$ cat config.mk
export PLATFORM = sky130hd
export DESIGN_NAME = sonar_timestamp_fmt
export DESIGN_NICKNAME = d
export VERILOG_FILES = /design/src/rtl/sonar_timestamp_fmt_pkg.sv /design/src/rtl/sonar_timestamp_fmt_div.sv /design/src/rtl/sonar_timestamp_fmt.sv
export SDC_FILE = /design/constraint.sdc
export NUM_CORES = 2
export LEC_CHECK = 0
export BUFFER_PORTS_ARGS = -buffer_cell sky130_fd_sc_hd__buf_2
export CAP_MARGIN = 30
export CORE_AREA = 2 2 361 363
export CTS_BUF_LIST = sky130_fd_sc_hd__clkbuf_4 sky130_fd_sc_hd__clkbuf_8 sky130_fd_sc_hd__clkbuf_16
export DETAILED_ROUTE_END_ITERATION = 7
export DIE_AREA = 0 0 363 365
export GPL_TIMING_DRIVEN = 0
export PLACE_DENSITY = 0.53
export SYNTH_ARGS = -nofsm -noshare
export SYNTH_HDL_FRONTEND = slang
export SYNTH_HIERARCHICAL = 1
export SYNTH_SLANG_ARGS = --single-unit
$ cat constraint.sdc
create_clock -name clk -period 11.16 [get_ports clk]
set_clock_uncertainty 0.2 [all_clocks]
set_input_delay 3.348 -clock clk [delete_from_list [all_inputs] [get_ports clk]]
set_output_delay 3.348 -clock clk [all_outputs]
set_load 0.02 [all_outputs]
$ cat src/rtl/sonar_timestamp_fmt_pkg.sv
// Shared types and lookup tables for the sonar timestamp formatter.
package sonar_ts_pkg;

  typedef enum logic [1:0] {
    OP_INIT  = 2'd0,
    OP_PRINT = 2'd1,
    OP_REL   = 2'd2,
    OP_RSVD  = 2'd3
  } op_e;

  typedef enum logic [1:0] {
    UNIT_PS = 2'd0,
    UNIT_NS = 2'd1,
    UNIT_US = 2'd2,
    UNIT_MS = 2'd3
  } unit_e;

  // 10^prec for the fractional digit count
  localparam logic [9:0] POW10 [4] = '{10'd1, 10'd10, 10'd100, 10'd1000};

  // picoseconds per selected unit, 10^(3*unit)
  localparam logic [63:0] DIV_LUT [4] = '{64'd1, 64'd1000, 64'd1000000, 64'd1000000000};

endpackage

$ cat src/rtl/sonar_timestamp_fmt_div.sv
// Restoring unsigned divider. The start cycle already performs the first
// quotient step on the freshly presented operands, so results are ready
// (done pulses) exactly W cycles after start; quotient/remainder hold
// until the next start.
module seq_divider_u #(
  parameter int W = 64
) (
  input  logic         clk,
  input  logic         rst,
  input  logic         start,
  input  logic [W-1:0] dividend,
  input  logic [W-1:0] divisor,
  output logic         done,
  output logic [W-1:0] quotient,
  output logic [W-1:0] remainder
);

  localparam int CW = $clog2(W);

  logic [W-1:0]  quo_q, quo_d;
  logic [W-1:0]  rem_q, rem_d;
  logic [W-1:0]  div_q, div_d;
  logic [CW-1:0] cnt_q, cnt_d;
  logic          active_q, active_d;
  logic          done_q, done_d;

  logic [W-1:0]  step_quo;
  logic [W-1:0]  step_rem;
  logic [W-1:0]  step_div;
  logic [W:0]    trial;
  logic          fits;

  // one shift-subtract step, on new operands at start or on running state otherwise
  always_comb begin
    step_quo = start ? dividend : quo_q;
    step_rem = start ? '0 : rem_q;
    step_div = start ? divisor : div_q;
    trial    = {step_rem, step_quo[W-1]};
    fits     = (trial >= {1'b0, step_div});
  end

  // iteration control and next-state of the partial remainder/quotient
  always_comb begin
    quo_d    = quo_q;
    rem_d    = rem_q;
    div_d    = div_q;
    cnt_d    = cnt_q;
    active_d = active_q;
    done_d   = 1'b0;
    if (start || active_q) begin
      quo_d = {step_quo[W-2:0], fits};
      rem_d = fits ? (trial[W-1:0] - step_div) : trial[W-1:0];
    end
    if (start) begin
      div_d    = divisor;
      cnt_d    = CW'(W - 1);
      active_d = 1'b1;
    end else if (active_q) begin
      cnt_d = cnt_q - 1'b1;
      if (cnt_q == CW'(1)) begin
        active_d = 1'b0;
        done_d   = 1'b1;
      end
    end
  end

  // state registers
  always_ff @(posedge clk) begin
    if (rst) begin
      quo_q    <= '0;
      rem_q    <= '0;
      div_q    <= '0;
      cnt_q    <= '0;
      active_q <= 1'b0;
      done_q   <= 1'b0;
    end else begin
      quo_q    <= quo_d;
      rem_q    <= rem_d;
      div_q    <= div_d;
      cnt_q    <= cnt_d;
      active_q <= active_d;
      done_q   <= done_d;
    end
  end

  assign done      = done_q;
  assign quotient  = quo_q;
  assign remainder = rem_q;

endmodule

$ cat src/rtl/sonar_timestamp_fmt.sv
// Timestamp formatter: free-running cycle counter scaled to picoseconds,
// reported absolute or relative to a captured reference, split into an
// integer part in the chosen unit and a truncated decimal fraction.
//
//   state      | meaning
//   -----------+--------------------------------------------------------
//   S_IDLE     | ready for a command; INIT / reserved handled in place
//   S_DIV_INT  | divider computing v / D
//   S_DIV_FRAC | divider computing (v % D) * 10^prec / D
//   S_DONE     | result presented, waiting for out_ready
module sonar_timestamp_fmt
  import sonar_ts_pkg::*;
#(
  parameter int CLK_PERIOD_PS = 10000,
  parameter int TIME_W        = 64
) (
  input  logic              clk,
  input  logic              rst,
  input  logic              cmd_valid,
  output logic              cmd_ready,
  input  logic [1:0]        cmd_op,
  input  logic [1:0]        fmt_unit,
  input  logic [1:0]        fmt_prec,
  output logic              out_valid,
  input  logic              out_ready,
  output logic [TIME_W-1:0] out_int,
  output logic [9:0]        out_frac,
  output logic              out_rel
);

  localparam logic [1:0] S_IDLE     = 2'd0;
  localparam logic [1:0] S_DIV_INT  = 2'd1;
  localparam logic [1:0] S_DIV_FRAC = 2'd2;
  localparam logic [1:0] S_DONE     = 2'd3;

  localparam logic [TIME_W-1:0] PERIOD = TIME_W'(CLK_PERIOD_PS);

  logic [TIME_W-1:0] cyc_q, cyc_d;
  logic [TIME_W-1:0] ref_q, ref_d;
  logic [1:0]        state_q, state_d;
  logic [1:0]        unit_q, unit_d;
  logic [1:0]        prec_q, prec_d;
  logic [TIME_W-1:0] out_int_q, out_int_d;
  logic [9:0]        out_frac_q, out_frac_d;
  logic              out_rel_q, out_rel_d;
  logic              out_valid_q, out_valid_d;

  logic [TIME_W-1:0] now_ps;
  logic [TIME_W-1:0] v_sel;
  op_e               op;
  logic              accept;

  logic              div_start;
  logic              div_done;
  logic [TIME_W-1:0] div_dividend;
  logic [TIME_W-1:0] div_divisor;
  logic [TIME_W-1:0] div_quo;
  logic [TIME_W-1:0] div_rem;

  assign op        = op_e'(cmd_op);
  assign cmd_ready = (state_q == S_IDLE);
  assign accept    = cmd_valid && cmd_ready;
  assign now_ps    = cyc_q * PERIOD;
  assign v_sel     = (op == OP_REL) ? (now_ps - ref_q) : now_ps;

  // command decode, divider sequencing and result capture
  always_comb begin
    cyc_d        = cyc_q + 1'b1;
    ref_d        = ref_q;
    state_d      = state_q;
    unit_d       = unit_q;
    prec_d       = prec_q;
    out_int_d    = out_int_q;
    out_frac_d   = out_frac_q;
    out_rel_d    = out_rel_q;
    out_valid_d  = out_valid_q;
    div_start    = 1'b0;
    div_dividend = v_sel;
    div_divisor  = TIME_W'(DIV_LUT[fmt_unit]);

    case (state_q)
      S_IDLE: begin
        if (accept) begin
          case (op)
            OP_INIT: ref_d = now_ps;
            OP_PRINT, OP_REL: begin
              unit_d    = fmt_unit;
              prec_d    = fmt_prec;
              out_rel_d = (op == OP_REL);
              if (fmt_unit == UNIT_PS) begin
                out_int_d   = v_sel;
                out_frac_d  = '0;
                out_valid_d = 1'b1;
                state_d     = S_DONE;
              end else begin
                div_start = 1'b1;
                state_d   = S_DIV_INT;
              end
            end
            default: ;
          endcase
        end
      end
      S_DIV_INT: begin
        // out_int is free to take the quotient early: out_valid is low here
        div_dividend = div_rem * TIME_W'(POW10[prec_q]);
        div_divisor  = TIME_W'(DIV_LUT[unit_q]);
        if (div_done) begin
          out_int_d = div_quo;
          div_start = 1'b1;
          state_d   = S_DIV_FRAC;
        end
      end
      S_DIV_FRAC: begin
        if (div_done) begin
          out_frac_d  = div_quo[9:0];
          out_valid_d = 1'b1;
          state_d     = S_DONE;
        end
      end
      default: begin
        if (out_ready) begin
          out_valid_d = 1'b0;
          state_d     = S_IDLE;
        end
      end
    endcase
  end

  // state registers; reset also aborts any conversion and clears the reference
  always_ff @(posedge clk) begin
    if (rst) begin
      cyc_q       <= '0;
      ref_q       <= '0;
      state_q     <= S_IDLE;
      unit_q      <= '0;
      prec_q      <= '0;
      out_int_q   <= '0;
      out_frac_q  <= '0;
      out_rel_q   <= 1'b0;
      out_valid_q <= 1'b0;
    end else begin
      cyc_q       <= cyc_d;
      ref_q       <= ref_d;
      state_q     <= state_d;
      unit_q      <= unit_d;
      prec_q      <= prec_d;
      out_int_q   <= out_int_d;
      out_frac_q  <= out_frac_d;
      out_rel_q   <= out_rel_d;
      out_valid_q <= out_valid_d;
    end
  end

  seq_divider_u #(.W(TIME_W)) u_div (
    .clk       (clk),
    .rst       (rst),
    .start     (div_start),
    .dividend  (div_dividend),
    .divisor   (div_divisor),
    .done      (div_done),
    .quotient  (div_quo),
    .remainder (div_rem)
  );

  assign out_valid = out_valid_q;
  assign out_int   = out_int_q;
  assign out_frac  = out_frac_q;
  assign out_rel   = out_rel_q;

endmodule

==> reports/results.txt <==
ANT nets after route = 0
Die Y = 365 um
final hold vios = 0
first-pass GRT wire length = 270 mm
RSZ-0062 raised after global routing = no
design area = 57000 um^2
First-pass DRT Iterations = 8
post-synth top area share = 0.216
crit path time final = 10.73 ns
Hold Path Class = register to register
FF-to-FF path depth = 35
drc violations = 0
CP dominant cell by count = fa_1
H-tree levels = 2
period utilization = 0.962
Slew headroom = 0.295
Clock transition at path regs = 0.06 ns
Final Slew Violations = 0
routed wire length = 175 mm
Die W = 363 um
share of layout cells above drive strength 1 = 0.0821
Placer Congestion = 0.929
Crit path depth = 35
most used routing layer in global routing = met2
Crit Path Class = register to register
clk sink count = 402
synth top area cells = fa_1 22%, dfxtp_1 16%, ha_1 12%
post-cts hold buffer count = 0
initial antenna violation count = 4
most common library cells after synthesis = 834 x inv_1, 563 x nand2_1, 551 x fa_1
unique cell type count in the Yosys netlist = 103
hold_sp = out_int[19]$_SDFFE_PP0P_
wire length per cell = 21.5 um
Top FF cell, synth = dfxtp_1
via count = 44000
Max Buffers Root-to-Sink = 3
Critical Path Max Stage Delay = 0.54 ns
syn avg cell area = 8.24 um^2
DR vias/cell = 5.40
vias in the first global route = 43900
Seq cells post-synth = 402
pre-CTS setup slack = -2.01 ns
met3 usage = 0.0343
Clk Latency, worst-skew pair = 0.69 ns
number of buffers created by CTS = 53
final setup vio count = 0
status = completed
most used standard cell by instance count after synthesis = inv_1
Syn Std Cell Area = 51100 um^2
required time of the worst setup path = 11.49 ns
pin count of the biggest net entering global routing = 17
final setup margin = 0.429 ns
CORE AREA = 129000 um^2
post-synth top area cell = fa_1
Max Freq = 0.0932 GHz
met2 Resource Use GR = 0.432
Hold Path Sink = out_int[19]$_SDFFE_PP0P_
setup_tns = 0 ns
met1 usage = 0.362
Max rail drop VDD = 0.000169 V
reg2reg start = prec_q[0]$_SDFFE_PP0P_
WP buf/inv = 4
critical path's top delay family = compound AO/OA/AOI/OAI gates
total track usage = 0.265
die area = 132000 um^2
asr flop ratio synth = 0
CTS tree = yes
# IOs = 87
drt first-iter violations = 3097
Pleak = 27.4 nW
FP Rows = 132
hold path depth = 2
EDFF count, synth = 0
dpl hpwl = 145 mm
Worst Path Arrival = 11.06 ns
Worst path slowest cell = fa_1
CP Launch Type = register
sequential-to-total area share from yosys stat = 0.158
grt total ovfl = 0
power per cell area = 187 nW/um^2
Syn-to-layout area delta = 11.6%
starting density of the core = 0.397
Synth Instances = 6203
Port-buffer cells = 86
CP max FO = 11
maxcap violations = 0
Synth warnings = 6
Worst R2R Setup Slack = 0.43 ns
placed cell area = 54100 um^2
root buffer cell = clkbuf_16
critical path endpoint category = register
RR Endpoint = u_div/remainder[62]$_SDFFE_PP0P_
Slew @ Worst Pin = 1.06 ns
Nets = 7492
## power breakdown
group / total (mW) / switching [mW] / internal [mW]
sequential: 2.13 / 0.482 / 1.65
combinational: 6.69 / 4.28 / 2.41
clock: 1.86 / 0.797 / 1.06
## layout make-up
type / instances / area (um^2)
Timing Repair Buffer: 151 / 1100
Clock buffer: 63 / 1410
Clock inverter: 34 / 438
Buffer: 287 / 1180
Inverter: 836 / 3160
Tap cell: 1675 / 2100
Antenna cell: 3 / 7.51
Sequential cell: 402 / 8100
Fill cell: 13100 / 71600
Multi-Input combinational cell: 4706 / 39500
## flip-flops by register name (all words and copies together), names as in the netlist, 2 cells and up
name and flops:
u_div/quotient 64, u_div/remainder 64, prec_q 2, ref_q 60, out_frac 10, state_q 2
u_div/cnt_q 6, cyc_q 60, out_int 64, u_div/div_q 64, unit_q 2
## cell families (layout without fill, tap and decap cells)
kind of cell,after synthesis,count (layout),share of synthesized area
AND/OR/NAND/NOR,1862,1862,0.172
AO/OA/AOI/OAI,1297,1297,0.165
buffers and inverters,1137,1371,0.0849
adder cells (fa/ha/maj),1045,1045,0.337
flip-flops,402,402,0.158
XOR/XNOR,296,296,0.0509
multiplexers,163,163,0.0322
other,1,46,0.0000734
## per-layer routing
metal / wire [um] / up-vias
met3: 10800 / 249
li1: - / 21000
met2: 80000 / 1283
met4: 6450 / 2
met5: 13 / -
met1: 78200 / 21500
## how the worst max path moves through the flow
stage	slack, ns	startpoint	end
after floorplan	1.17	cyc_q[4]$_SDFF_PP0_	u_div/remainder[62]$_SDFFE_PP0P_
after global placement	-2.10	prec_q[0]$_SDFFE_PP0P_	u_div/remainder[56]$_SDFFE_PP0P_
after global routing	0.02	cyc_q[4]$_SDFF_PP0_	u_div/remainder[20]$_SDFFE_PP0P_
after CTS	0.02	cyc_q[4]$_SDFF_PP0_	u_div/remainder[46]$_SDFFE_PP0P_
after detailed placement	-2.01	prec_q[0]$_SDFFE_PP0P_	u_div/remainder[56]$_SDFFE_PP0P_
final	0.43	prec_q[0]$_SDFFE_PP0P_	u_div/remainder[62]$_SDFFE_PP0P_
## worst reg2reg max path, delay by kind of cell (launching register included)
kind | cells | cell delay [ns]
AOI/OAI and AO/OA | 19 | 4.84
adders and majority gates | 8 | 3.29
buffers and inverters | 4 | 1.05
DFF | 1 | 0.49
and+or+nand+nor | 2 | 0.27
muxes | 1 | 0.25
xor gates and xnor gates | 1 | 0.21
## what timing repair did
action / CTS / global route
setup buffers: 10 / 36
pin swaps: 8 / 28
hold endpoints to repair: 0 / 0
resized for setup: 57 / 172
setup endpoints to repair: 65 / 65
## layout by cell type, fill, tap and decap left out, types with 143 or more instances in the layout
cell	count
ha_1	474
a21oi_1	499
nand2_1	562
a21o_1	143
fa_1	550
o21ai_0	159
dfxtp_1	376
clkbuf_1	212
and2_1	147
nor2_1	539
mux2i_1	152
xnor2_1	195
inv_1	806
## stage by stage
step           hold slack [ns]  std cells  power (mW)  utilization
4_1_cts                  0.255       8124        10.5        0.437
2_1_floorplan            0.236       6245        6.26            -
3_5_place_dp             0.247       8022        8.45        0.420
3_3_place_gp             0.240       8006        8.42        0.418
6_report                 0.253       8157        10.7        0.443
5_1_grt                  0.267       8154        11.3        0.443
No activity file was read; power rests on OpenSTA's default activity.
